`src/rtl/rom_loader_if.sv`:
```
// rtl/rom_loader_if.sv - host byte stream and ROM write port bundle for rom_loader
interface rom_loader_if #(
    parameter int ADDR_W = 16
);
    logic [7:0]        rx_data;
    logic              rx_valid;
    logic              rx_ready;
    logic              wr_en;
    logic [ADDR_W-1:0] wr_addr;
    logic [31:0]       wr_data;

    modport master (
        input  rx_data, rx_valid,
        output rx_ready, wr_en, wr_addr, wr_data
    );

    modport slave (
        output rx_data, rx_valid,
        input  rx_ready, wr_en, wr_addr, wr_data
    );
endinterface

```
`src/rtl/rom_loader.sv`:
```
// rtl/rom_loader.sv - rk16 instruction ROM loader; trailing checksum byte enabled by ROM_LOADER_CSUM_EN
module rom_loader #(
    parameter int ADDR_W = 16
) (
    input  logic              clk,
    input  logic              rst,
    input  logic              start,
    input  logic [ADDR_W-1:0] base_addr,
    rom_loader_if.master      bus,
    output logic              cpu_hold,
    output logic              busy,
    output logic              done,
    output logic              err
);
    localparam logic [2:0] IDLE   = 3'd0;
    localparam logic [2:0] LEN_LO = 3'd1;
    localparam logic [2:0] LEN_HI = 3'd2;
    localparam logic [2:0] DATA   = 3'd3;
    localparam logic [2:0] WRITE  = 3'd4;
    localparam logic [2:0] FIN    = 3'd6;
`ifdef ROM_LOADER_CSUM_EN
    localparam logic [2:0] CSUM   = 3'd5;
    localparam logic [2:0] TAIL   = CSUM;
`else
    localparam logic [2:0] TAIL   = FIN;
`endif

    logic [2:0]        state, state_next;
    logic [ADDR_W-1:0] addr_cnt;
    logic [15:0]       remaining;
    logic [7:0]        len_lo;
    logic [1:0]        byte_idx;
    logic [23:0]       word_sr;
    logic [ADDR_W-1:0] wr_addr_q;
    logic [31:0]       wr_data_q;
    logic              hold_q;
    logic              xfer;

    assign xfer = bus.rx_valid && bus.rx_ready;

    always_comb begin
        state_next = state;
        case (state)
            IDLE:    if (start) state_next = LEN_LO;
            LEN_LO:  if (xfer) state_next = LEN_HI;
            LEN_HI:  if (xfer) state_next = ({bus.rx_data, len_lo} == 16'd0) ? TAIL : DATA;
            DATA:    if (xfer && byte_idx == 2'd3) state_next = WRITE;
            WRITE:   state_next = (remaining == 16'd1) ? TAIL : DATA;
`ifdef ROM_LOADER_CSUM_EN
            CSUM:    if (xfer) state_next = FIN;
`endif
            FIN:     state_next = IDLE;
            default: state_next = IDLE;
        endcase
    end

    always_ff @(posedge clk or posedge rst) begin
        if (rst) begin
            state     <= IDLE;
            addr_cnt  <= '0;
            remaining <= '0;
            len_lo    <= '0;
            byte_idx  <= '0;
            word_sr   <= '0;
            wr_addr_q <= '0;
            wr_data_q <= '0;
            hold_q    <= 1'b0;
        end else begin
            state  <= state_next;
            // Tracks the next state so the hold rises with busy and falls right after FIN.
            hold_q <= (state_next != IDLE);
            case (state)
                IDLE: if (start) begin
                    addr_cnt <= base_addr;
                    byte_idx <= 2'd0;
                end
                LEN_LO: if (xfer) len_lo <= bus.rx_data;
                LEN_HI: if (xfer) remaining <= {bus.rx_data, len_lo};
                DATA: if (xfer) begin
                    byte_idx <= byte_idx + 2'd1;
                    word_sr  <= {bus.rx_data, word_sr[23:8]};
                    if (byte_idx == 2'd3) begin
                        wr_data_q <= {bus.rx_data, word_sr};
                        wr_addr_q <= addr_cnt;
                    end
                end
                WRITE: begin
                    addr_cnt  <= addr_cnt + 1'b1;
                    remaining <= remaining - 16'd1;
                end
                default: ;
            endcase
        end
    end

`ifdef ROM_LOADER_CSUM_EN
    logic [7:0] csum;
    logic       err_q;

    always_ff @(posedge clk or posedge rst) begin
        if (rst) begin
            csum  <= '0;
            err_q <= 1'b0;
        end else if (state == IDLE && start) begin
            csum  <= '0;
            err_q <= 1'b0;
        end else if (state == DATA && xfer) begin
            csum <= csum ^ bus.rx_data;
        end else if (state == CSUM && xfer && bus.rx_data != csum) begin
            err_q <= 1'b1;
        end
    end

    assign err = err_q;
    assign bus.rx_ready = (state == LEN_LO) || (state == LEN_HI) || (state == DATA) || (state == CSUM);
`else
    assign err = 1'b0;
    assign bus.rx_ready = (state == LEN_LO) || (state == LEN_HI) || (state == DATA);
`endif

    assign bus.wr_en   = (state == WRITE);
    assign bus.wr_addr = wr_addr_q;
    assign bus.wr_data = wr_data_q;
    assign busy        = (state != IDLE);
    assign done        = (state == FIN);
    assign cpu_hold    = hold_q;
endmodule

```
`src/flat_wrapper.sv`:
```
// flat-port wrapper written by rule: the top's interface ports become plain ports
module rom_loader_flat 
#(
    parameter int ADDR_W = 16
)
  (clk, rst, start, base_addr, cpu_hold, busy, done, err, bus_rx_data, bus_rx_valid, bus_rx_ready, bus_wr_en, bus_wr_addr, bus_wr_data);
  rom_loader_if #(.ADDR_W(ADDR_W)) bus_i ();
  input  logic clk;
  input  logic rst;
  input  logic start;
  input  logic [ADDR_W-1:0] base_addr;
  output logic cpu_hold;
  output logic busy;
  output logic done;
  output logic err;
  input wire logic [$bits(bus_i.rx_data)-1:0] bus_rx_data;
  input wire logic [$bits(bus_i.rx_valid)-1:0] bus_rx_valid;
  output wire logic [$bits(bus_i.rx_ready)-1:0] bus_rx_ready;
  output wire logic [$bits(bus_i.wr_en)-1:0] bus_wr_en;
  output wire logic [$bits(bus_i.wr_addr)-1:0] bus_wr_addr;
  output wire logic [$bits(bus_i.wr_data)-1:0] bus_wr_data;
  assign bus_i.rx_data = bus_rx_data;
  assign bus_i.rx_valid = bus_rx_valid;
  assign bus_rx_ready = bus_i.rx_ready;
  assign bus_wr_en = bus_i.wr_en;
  assign bus_wr_addr = bus_i.wr_addr;
  assign bus_wr_data = bus_i.wr_data;
  rom_loader #(.ADDR_W(ADDR_W)) u_core (.clk(clk), .rst(rst), .start(start), .base_addr(base_addr), .bus(bus_i), .cpu_hold(cpu_hold), .busy(busy), .done(done), .err(err));
endmodule
```
`config.mk`:
```
export PLATFORM = sky130hd
export DESIGN_NAME = rom_loader_flat
export DESIGN_NICKNAME = d
export VERILOG_FILES = /design/src/rtl/rom_loader_if.sv /design/src/rtl/rom_loader.sv /design/src/flat_wrapper.sv
export SDC_FILE = /design/constraint.sdc
export NUM_CORES = 1
export LEC_CHECK = 0
export ABC_AREA = 0
export ABC_CLOCK_PERIOD_IN_PS = 4200
export BUFFER_PORTS_ARGS = -buffer_cell sky130_fd_sc_hd__buf_2
export CAP_MARGIN = 20
export CORE_UTILIZATION = 56
export DETAILED_ROUTE_END_ITERATION = 6
export GPL_TIMING_DRIVEN = 0
export HOLD_SLACK_MARGIN = 0.08
export PLACE_DENSITY = 0.79
export SLEW_MARGIN = 10
export SYNTH_ARGS = -nofsm -noshare
export SYNTH_HDL_FRONTEND = slang
export SYNTH_SLANG_ARGS = --single-unit
```
`constraint.sdc`:
```
create_clock -name clk -period 4.2 [get_ports clk]
set_clock_uncertainty 0.2 [all_clocks]
set_input_delay 0.42 -clock clk [delete_from_list [all_inputs] [get_ports clk]]
set_output_delay 0.42 -clock clk [all_outputs]
set_load 0.03 [all_outputs]
```
Yosys cells after proc, flatten, opt, wreduce, memory -nomap -nowiden
Index checks and enable logic that the tools add are counted.

word-level totals
  input port bits = 28
  bits in registers = 118

operators by class
  reductions and logical operators = 17
  equality and inequality tests = 10
  add/sub/neg operators = 3
  multiplexer cells = 14

operator list
  cell                                                                     count
  16-bit one-hot mux with 2 select lines                                   2
  16-bit two-way mux                                                       2
  3-bit two-way mux                                                        6
  16-bit by 1-bit adder with 16-bit output, second input constant          1
  16-bit by 1-bit equality test with 1-bit output, second input constant   1
  16-bit zero test                                                         1
  16-bit by 1-bit subtractor with 16-bit output, second input constant     1
  3-bit one-hot mux with 5 select lines                                    1
  2-bit AND reduction                                                      4
  3-bit by 2-bit equality test with 1-bit output, second input constant    2
  3-bit equality test, second input constant                               2
  3-bit AND reduction                                                      2
  2-bit nonzero test                                                       3
  3-bit nonzero test                                                       2
  2-bit two-way mux                                                        2
  2-bit by 1-bit inequality test with 1-bit output, second input constant  2
  2-bit one-hot mux with 2 select lines                                    1
  3-bit by 1-bit equality test with 1-bit output, second input constant    1
  3-bit zero test                                                          1
  2-bit by 1-bit adder with 2-bit output, second input constant            1
  2-bit equality test, second input constant                               1
  1-bit logical AND                                                        2
  1-bit logical OR                                                         2
  2-bit inequality test, second input constant                             1

Logic depth before layout (Yosys ltp)
Gate-level depths: netlist of run 1.

  depth in word-level cells = 8
  depth in mapped cells = 8

Worst setup path before layout of run 1
Ideal clock, no wire load.

  path kind = register to register
  start point = reg u_core.state[0]
  end point = reg u_core.remaining[12]
  arrival time = 1.874 ns
  library setup time = 0.128 ns
  path slack = 1.998 ns
  path buffers = 3
  stages on the path, launching flop included = 8
  cell sequence = dfrtp_1 buf_2 or3b_1 buf_2 inv_2 clkbuf_1 and4_2 nor3_1

between the ends
  elaborated cells on any way between the ends = 11
  classes of those cells = eq/ne: 5; mux: 1; reduce/logical: 5

RTL lines
  element                        RTL line            source
  start, declared                rom_loader.sv:28    logic [2:0] state, state_next;
  start signal, assigned         rom_loader.sv:69    state <= state_next;
  3-bit equality test *          n/a
  net bus_wr_en                  flat_wrapper.sv:19  output wire logic [$bits(bus_i.wr_en)-1:0] bus_wr_en;
  2-bit nonzero test (no line)   n/a
  2-bit AND reduction (no line)  n/a
  end signal, assigned           rom_loader.sv:78    LEN_HI: if (xfer) remaining <= {bus.rx_data, len_lo};
  end signal, assigned           rom_loader.sv:89    remaining <= remaining - 16'd1;
  end, declared                  rom_loader.sv:30    logic [15:0] remaining;

The timed path passes the listed nets; every way through them passes the cells marked *.
A chain may end at the register's enable or synchronous reset.

Worst setup path after layout of run 1
  start point = reg u_core.state[0]
  end point = out bus_wr_en

between the ends
  word-level cells in the longest chain between the ends = 1

RTL lines
  element              RTL line            source
  3-bit equality test  rom_loader.sv:121   assign bus.wr_en = (state == WRITE);
  end, declared        flat_wrapper.sv:19

No other way between the ends.

==> summary.txt, run 1 <==
GPL Wtd Cong: 0.836
Residual DRC: 0
Mapped cell area: 0.00524 mm2
Worst-Margin Slew: 858 ps
CTS tree: done
Post-CTS Setup Inserts: 0
Int Pwr: 0.00346 W
Initial antenna violation count: 0
Worst EP arrival: 2390 ps
PostCTS Resize Cnt: 0
CP Capture Type: primary output
Initial DRC Count: 174
Setup CP Type: flop to primary output
Number of global-route vias before repair: 4156
Clk_lat worst skew: 510 ps
Leakage power: 2.99 nW
Die X: 98.7 um
Async set-reset flop share out of synthesis: 1.00
Max Freq: 333 MHz
Final WL: 12200 um
WL met3: 647 um
WL met1: 5170 um
Initial Util: 0.590
Req. time, crit path: 3580 ps
Reg2Reg Setup Slack: 1690 ps
Clock power share: 0.278
Crit Path Max Fanout: 10
Clk buf depth: 2
Via count: 3968
EDFF count, synth: 0
Status: completed
All-Layer GR Usage: 0.273
Final Cycle Share: 0.716
Layout Area Growth over Synthesis: 27.7%
Placeable Area: 0.00889 mm2
Register share of total power: 0.380
Die height: 98.7 um
Die area: 0.00975 mm2
Met2 WL: 6240 um
Hold Crit Start: base_addr[13]
R2R Path End: u_core.addr_cnt[8]
Detailed placer's ending HPWL: 8070 um
Max_cap viols: 0
Share of post-route cells with drive strength above 1: 0.375
Vias per std cell: 5.90
Worst hold stages: 4
Final hold violations: 0
Synth Area per Inst: 12.3 um2
WL per Instance: 18.2 um
Library cells used by synthesis: 55
Worst vdd ir: 474 uV
FP Rows: 34
RR Startpoint: u_core.state[2]
Hold Path Sink: u_core.addr_cnt[13]
Clk root buf: clkbuf_8
First drt pass iteration count: 5
Syn Nets: 459
Sw power: 0.00209 W
Finished Core Util: 0.753
Hold WC Path Type: input port to flop
YS warnings: 0
Commonest cells after routing, fill and taps aside: 118 x dfrtp_1, 83 x buf_2, 80 x mux2_2
Antenna-violating nets left: 0
Switching share of total power: 0.377
Final #Nets: 584
Pwr Total: 0.00556 W
Most used DFF post-synth: dfrtp_1
Cells after Synth: 427
Final setup fails: 0
Total congestion overflow: 0
PD cells: 831 mW/mm2
Antenna cells: 0
Clock-pin slew on the worst setup and hold paths: 60 ps
Pin count of the biggest net entering global routing: 92
H-tree depth: 4
Leading cell type in the layout, fill and taps excluded: dfrtp_1
Hold_buf cts: 25
Fin. max-slew vios: 0
R2R depth: 5
Top sig layer: met4
Slew Limit Headroom: 0.426
RSZ-0062 raised after global routing: no
Sequential share of the synthesized area: 0.563
Clk sink count: 118
PortBufs: 80
Startpoint types: flop
Post-layout minimum cycle time: 3010 ps
Total CTS buffers: 17
Boundary Pins: 82
Flops & latches, synth: 118
Global-route wire length before repair: 20500 um
Logic gate share of total power: 0.342
-- registers in the layout (all words and copies together), names as in the netlist, 2 cells and up --
register / flops
u_core.len_lo: 8
u_core.bus.wr_data: 32
u_core.bus.wr_addr: 16
u_core.word_sr: 24
u_core.state: 3
u_core.remaining: 16
u_core.addr_cnt: 16
u_core.byte_idx: 2
-- logic make-up (layout without fill, tap and decap cells) --
group                      count (synthesis)  after routing  share of synthesized area
buffers and inverters                     33            171                     0.0265
and+or+nand+nor                          121            121                      0.130
adders and majority gates                  4              4                    0.00955
muxes                                     84             84                      0.180
DFF                                      118            118                      0.563
AOI/OAI and AO/OA                         66             66                     0.0907
other                                      1              1                   0.000715
-- power by group through the flow --
stage	Combinational (W)	Clock, W	Sequential (W)
final	0.00190	0.00154	0.00211
after global routing	0.00205	0.00162	0.00218
after CTS	0.00191	0.00155	0.00211
after detailed placement	0.00187	0	0.00212
after global placement	0.00179	0	0.00208
after floorplan	0.000959	0	0.00246
-- synthesized netlist by cell type, drive strengths merged (6+ instances only) --
cell type / number / area share
clkbuf: 14 / 0.010
inv: 9 / 0.0064
o21ai: 8 / 0.0076
a211oi: 7 / 0.010
dfrtp: 118 / 0.56
o211ai: 13 / 0.019
nor2: 23 / 0.016
nand4: 6 / 0.0072
a21oi: 8 / 0.0076
nand2: 26 / 0.019
mux2: 80 / 0.17
nand3: 21 / 0.020
o311ai: 6 / 0.010
buf: 10 / 0.010
nor4: 12 / 0.020
-- worst max path at each step --
stage,depth (start not counted),start,slack (ps),to
after floorplan,1,rst,450,u_core.addr_cnt[0]
after global placement,2,rst,-770,u_core.remaining[8]
after detailed placement,6,u_core.state[0],1780,bus_wr_en
after CTS,6,u_core.state[0],1220,bus_wr_en
after global routing,6,u_core.state[0],1090,bus_wr_en
final,6,u_core.state[0],1190,bus_wr_en
-- layout make-up --
type,count,area [um2]
Buffer,24,105
Clock buffer,17,414
Clock inverter,15,218
Fill cell,572,2200
Inverter,9,38.8
Multi-Input combinational cell,276,2150
Sequential cell,118,2950
Tap cell,108,135
Timing Repair Buffer,106,678
-- metrics by stage --
step	setup TNS [ps]	std cells	hold slack (ps)	instance area (um2)	worst slack (ps)
2_1_floorplan	0	427	267	5240	451
3_3_place_gp	-89660	615	267	5780	-766
3_5_place_dp	0	616	197	5810	1780
4_1_cts	0	673	103	6690	1220
5_1_grt	0	673	115	6690	1090
6_report	0	673	121	6690	1190
-- worst max-delay path, cell delays in order (launching register included) --
cell and delay, ps:
dfrtp_1 350, buf_2 160, or3b_1 340, buf_2 200, inv_2 120, clkbuf_1 410, buf_2 290
-- per-layer routing --
metal  GRT usage  up-vias
li1            -     1843
met1       0.349     1965
met2       0.460      136
met3      0.0745       24
met4      0.0769        0
met5           0        -
(Power assumes the default switching activity.)
==> run 2, diff against run 1 <==
--- a/config.mk
+++ b/config.mk
@@ -5,15 +5,15 @@
 export SDC_FILE = /design/constraint.sdc
 export NUM_CORES = 1
 export LEC_CHECK = 0
-export ABC_AREA = 0
-export ABC_CLOCK_PERIOD_IN_PS = 4200
+export ABC_AREA = 1
+export ABC_CLOCK_PERIOD_IN_PS = 3090
 export BUFFER_PORTS_ARGS = -buffer_cell sky130_fd_sc_hd__buf_2
 export CAP_MARGIN = 20
-export CORE_UTILIZATION = 56
+export CORE_UTILIZATION = 57
 export DETAILED_ROUTE_END_ITERATION = 6
 export GPL_TIMING_DRIVEN = 0
 export HOLD_SLACK_MARGIN = 0.08
-export PLACE_DENSITY = 0.79
+export PLACE_DENSITY = 0.8
 export SLEW_MARGIN = 10
 export SYNTH_ARGS = -nofsm -noshare
 export SYNTH_HDL_FRONTEND = slang
==> constraint.sdc (replaced) <==
create_clock -name clk -period 3.09 [get_ports clk]
set_clock_uncertainty 0.2 [all_clocks]
set_input_delay 0.309 -clock clk [delete_from_list [all_inputs] [get_ports clk]]
set_output_delay 0.309 -clock clk [all_outputs]
set_load 0.03 [all_outputs]
==> summary.txt, run 2 <==
Mapped cell area: 0.00548 mm2 (was 0.00524 mm2)
WL per Instance: 15.8 um (was 18.2 um)
GPL Wtd Cong: 0.891 (was 0.836)
CP Cell Sequence: inv_1 -> nand2_1 -> nor2_4 -> buf_6 -> buf_6 -> buf_2 (was buf_2 -> or3b_1 -> buf_2 -> inv_2 -> clkbuf_1 -> buf_2)
Antenna cells: 0 (unchanged)
EDFF count, synth: 0 (unchanged)
Final setup fails: 0 (unchanged)
Final Cycle Share: 0.785
All-Layer GR Usage: 0.312 (was 0.273)
Sequential Area: 0.00295 mm2 (unchanged)
H-tree depth: 4 (unchanged)
Switching share of total power: 0.389 (was 0.377)
PD cells: 978 mW/mm2 (was 831 mW/mm2)
Clk sink count: 118 (unchanged)
Area of the multi-input gates: 0.00216 mm2 (was 0.00215 mm2)
Setup TNS: 0 ps (unchanged)
RSZ-0062 raised after global routing: no (unchanged)
Via count: 5014 (was 3968)
Placeable Area: 0.00928 mm2 (was 0.00889 mm2)
Final WL: 14300 um (was 12200 um)
Worst hold slack: 127 ps (was 121 ps)
Req. time, crit path: 2580 ps (was 3580 ps)
Status: completed (unchanged)
Slowest Stage Delay on Critical Path: 450 ps (was 410 ps)
Worst EP arrival: 1920 ps (was 2390 ps)
Post-layout minimum cycle time: 2430 ps
Inst Count DP: 846 (was 616)
Bufs and invs on worst path: 4 (was 5)
CP max stage cell: dfrtp_1 (was clkbuf_1)
Crit Path Max Fanout: 10 (unchanged)
Worst vdd ir: 594 uV (was 474 uV)
Clk buf depth: 2 (unchanged)
Syn Nets: 666 (was 459)
Final #Nets: 794 (was 584)
Register share of total power: 0.379 (was 0.380)
Cells after Synth: 634 (was 427)
Largest register FFs: 32 (unchanged)
Die X: 100 um (was 98.7 um)
Leakage power: 3.49 nW (was 2.99 nW)
Synth Area per Inst: 8.65 um2 (was 12.3 um2)
CP dominant cell by count: buf_6 (was buf_2)
Layout Area Growth over Synthesis: 27.6% (was 27.7%)
Cell taking the most area after synthesis: dfrtp_1 (unchanged)
Logic gate share of total power: 0.315 (was 0.342)
Residual DRC: 0 (unchanged)
Hold WC Path Type: input port to asynchronous set/reset pin (was input port to flop)
CP Capture Type: primary output (unchanged)
Library cells used by synthesis: 33 (was 55)
Pin count of the biggest net entering global routing: 40 (was 92)
Initial DRC Count: 318 (was 174)
Finished Core Util: 0.753 (about the same)
Leading cell type in the layout, fill and taps excluded: nand2_1 (was dfrtp_1)
CTS tree: done (unchanged)
Flops & latches, synth: 118 (unchanged)
Antenna-violating nets left: 0 (unchanged)
Die height: 100 um (was 98.7 um)
Fin. max-slew vios: 0 (unchanged)
Int Pwr: 0.00418 W (was 0.00346 W)
Commonest cells after routing, fill and taps aside: 172 x nand2_1, 118 x dfrtp_1, 86 x o21ai_0 (was 118 x dfrtp_1, 83 x buf_2, 80 x mux2_2)
Post-synth top cells: 172 x nand2_1, 118 x dfrtp_1, 86 x o21ai_0, 64 x nor2_1, 57 x inv_1 (was 118 x dfrtp_1, 80 x mux2_2, 26 x nand2_1, 23 x nor2_1, 21 x nand3_1)
Final WS setup: 664 ps (was 1190 ps)
Global-route wire length before repair: 23700 um (was 20500 um)
Share of the synthesized area in the top cell type: 0.539 (was 0.563)
Slew Limit Headroom: 0.643 (was 0.426)
FP Rows: 35 (was 34)
Area contributors post-synth: dfrtp_1 54%, nand2_1 12%, o21ai_0 7.9% (was dfrtp_1 56%, mux2_2 17%, nand3_1 2.0%)
Initial antenna violation count: 0 (unchanged)
Async set-reset flop share out of synthesis: 1.00 (unchanged)
Detailed placer's ending HPWL: 9590 um (was 8070 um)
Share of post-route cells with drive strength above 1: 0.199 (was 0.375)
Total congestion overflow: 0 (unchanged)
First drt pass iteration count: 5 (unchanged)
PortBufs: 80 (unchanged)
Max_cap viols: 0 (unchanged)
Startpoint types: flop (unchanged)
YS warnings: 0 (unchanged)
Vias per std cell: 5.55 (was 5.90)
Worst-Margin Slew: 536 ps (was 858 ps)
Number of global-route vias before repair: 4952 (was 4156)
Clock power share: 0.306 (was 0.278)
Sw power: 0.00266 W (was 0.00209 W)
Crit path max-delay family: buffers and inverters (unchanged)
Number of fill cells: 663 (was 572)
Most frequent cell after synthesis: nand2_1 (was dfrtp_1)
Clk root buf: clkbuf_8 (unchanged)
PostCTS Resize Cnt: 0 (unchanged)
Sequential share of the synthesized area: 0.539 (was 0.563)
Clock-pin slew on the worst setup and hold paths: 60 ps (about the same)
Setup CP Type: flop to primary output (unchanged)
Boundary Pins: 82 (unchanged)
Setup WS pre-CTS: 1210 ps (was 1780 ps)
Final Non-Filler Cells: 904 (was 673)
Die area: 0.0100 mm2 (was 0.00975 mm2)
Clk_lat worst skew: 530 ps (was 510 ps)
Final hold violations: 0 (unchanged)
Initial Util: 0.591 (was 0.590)
Most used DFF post-synth: dfrtp_1 (unchanged)
Total CTS buffers: 17 (unchanged)
Max Freq: 412 MHz
run 2: cell count changes after synthesis, sizes merged, moves of 21 or more:
cell,change
mux2,-65
o21ai,+78
nor2,+45
nand3,+21
nand2,+148
inv,+51
run 2: repair_timing:
action                     in CTS  in global routing
setup endpoints to repair       0                  0
hold endpoints to repair      123                  0
hold buffers                   26                  0
buffers inserted                0                  0
run 2: worst paths after layout:
check                                  startpoint                     end  slack, ps  cells past startpoint
setup / recovery                  u_core.state[1]               bus_wr_en        660                      6
hold / removal                                rst   u_core.bus.wr_data[0]        130                      3
setup reg to reg                  u_core.state[1]     u_core.remaining[8]       1170                      7
hold reg to reg            u_core.bus.wr_data[13]  u_core.bus.wr_data[13]        280                      2
max in group asynchronous                     rst  u_core.bus.wr_data[26]       1790                      5
min in group clk                            start     u_core.addr_cnt[15]        160                      6
run 2: cell families (layout without fill, tap and decap cells):
kind of cell / count (synthesis) / after routing / synth area share
buffers and inverters: 85 / 226 / 0.0669
multiplexers: 15 / 15 / 0.0397
flip-flops: 118 / 118 / 0.539
XOR/XNOR: 1 / 1 / 0.00160
AND/OR/NAND/NOR: 294 / 294 / 0.226
other: 1 / 1 / 0.000684
AO/OA/AOI/OAI: 116 / 116 / 0.118
adder cells (fa/ha/maj): 4 / 4 / 0.00913
run 2: layer usage:
metal,GRT usage,vias to the layer above,routed length (um)
met1,0.400,2445,6020
met4,0.137,0,419
met3,0.0794,35,844
li1,-,2330,-
met2,0.507,204,7030
met5,0,-,0
run 2: power groups by stage:
stage	Combinational [W]	Sequential [W]	Clock, W
3_5_place_dp	0.00208	0.00259	0
3_3_place_gp	0.00199	0.00257	0
4_1_cts	0.00215	0.00258	0.00211
2_1_floorplan	0.00120	0.00283	0
5_1_grt	0.00240	0.00266	0.00217
6_report	0.00216	0.00259	0.00209
run 2: tightest hold or removal path, stage by stage:
cell           delay (ps)
dlygate4sd3_1         540
buf_2                 130
clkinvlp_4            270
run 2: metrics by stage:
stage                     area, um2  total power, W
after global placement         6050         0.00456
after global routing           6990         0.00723
after detailed placement       6110         0.00467
after floorplan                5490         0.00403
final                          6990         0.00684
after CTS                      6990         0.00683
run 2: cell type report:
cell class	count	area share
multi-input combinational	431	0.309
sequential	118	0.422
clock inverter	14	0.0283
clock buffer	18	0.0612
tap	129	0.0231
buffer	24	0.0197
inverter	61	0.0333
timing repair buffer	109	0.103
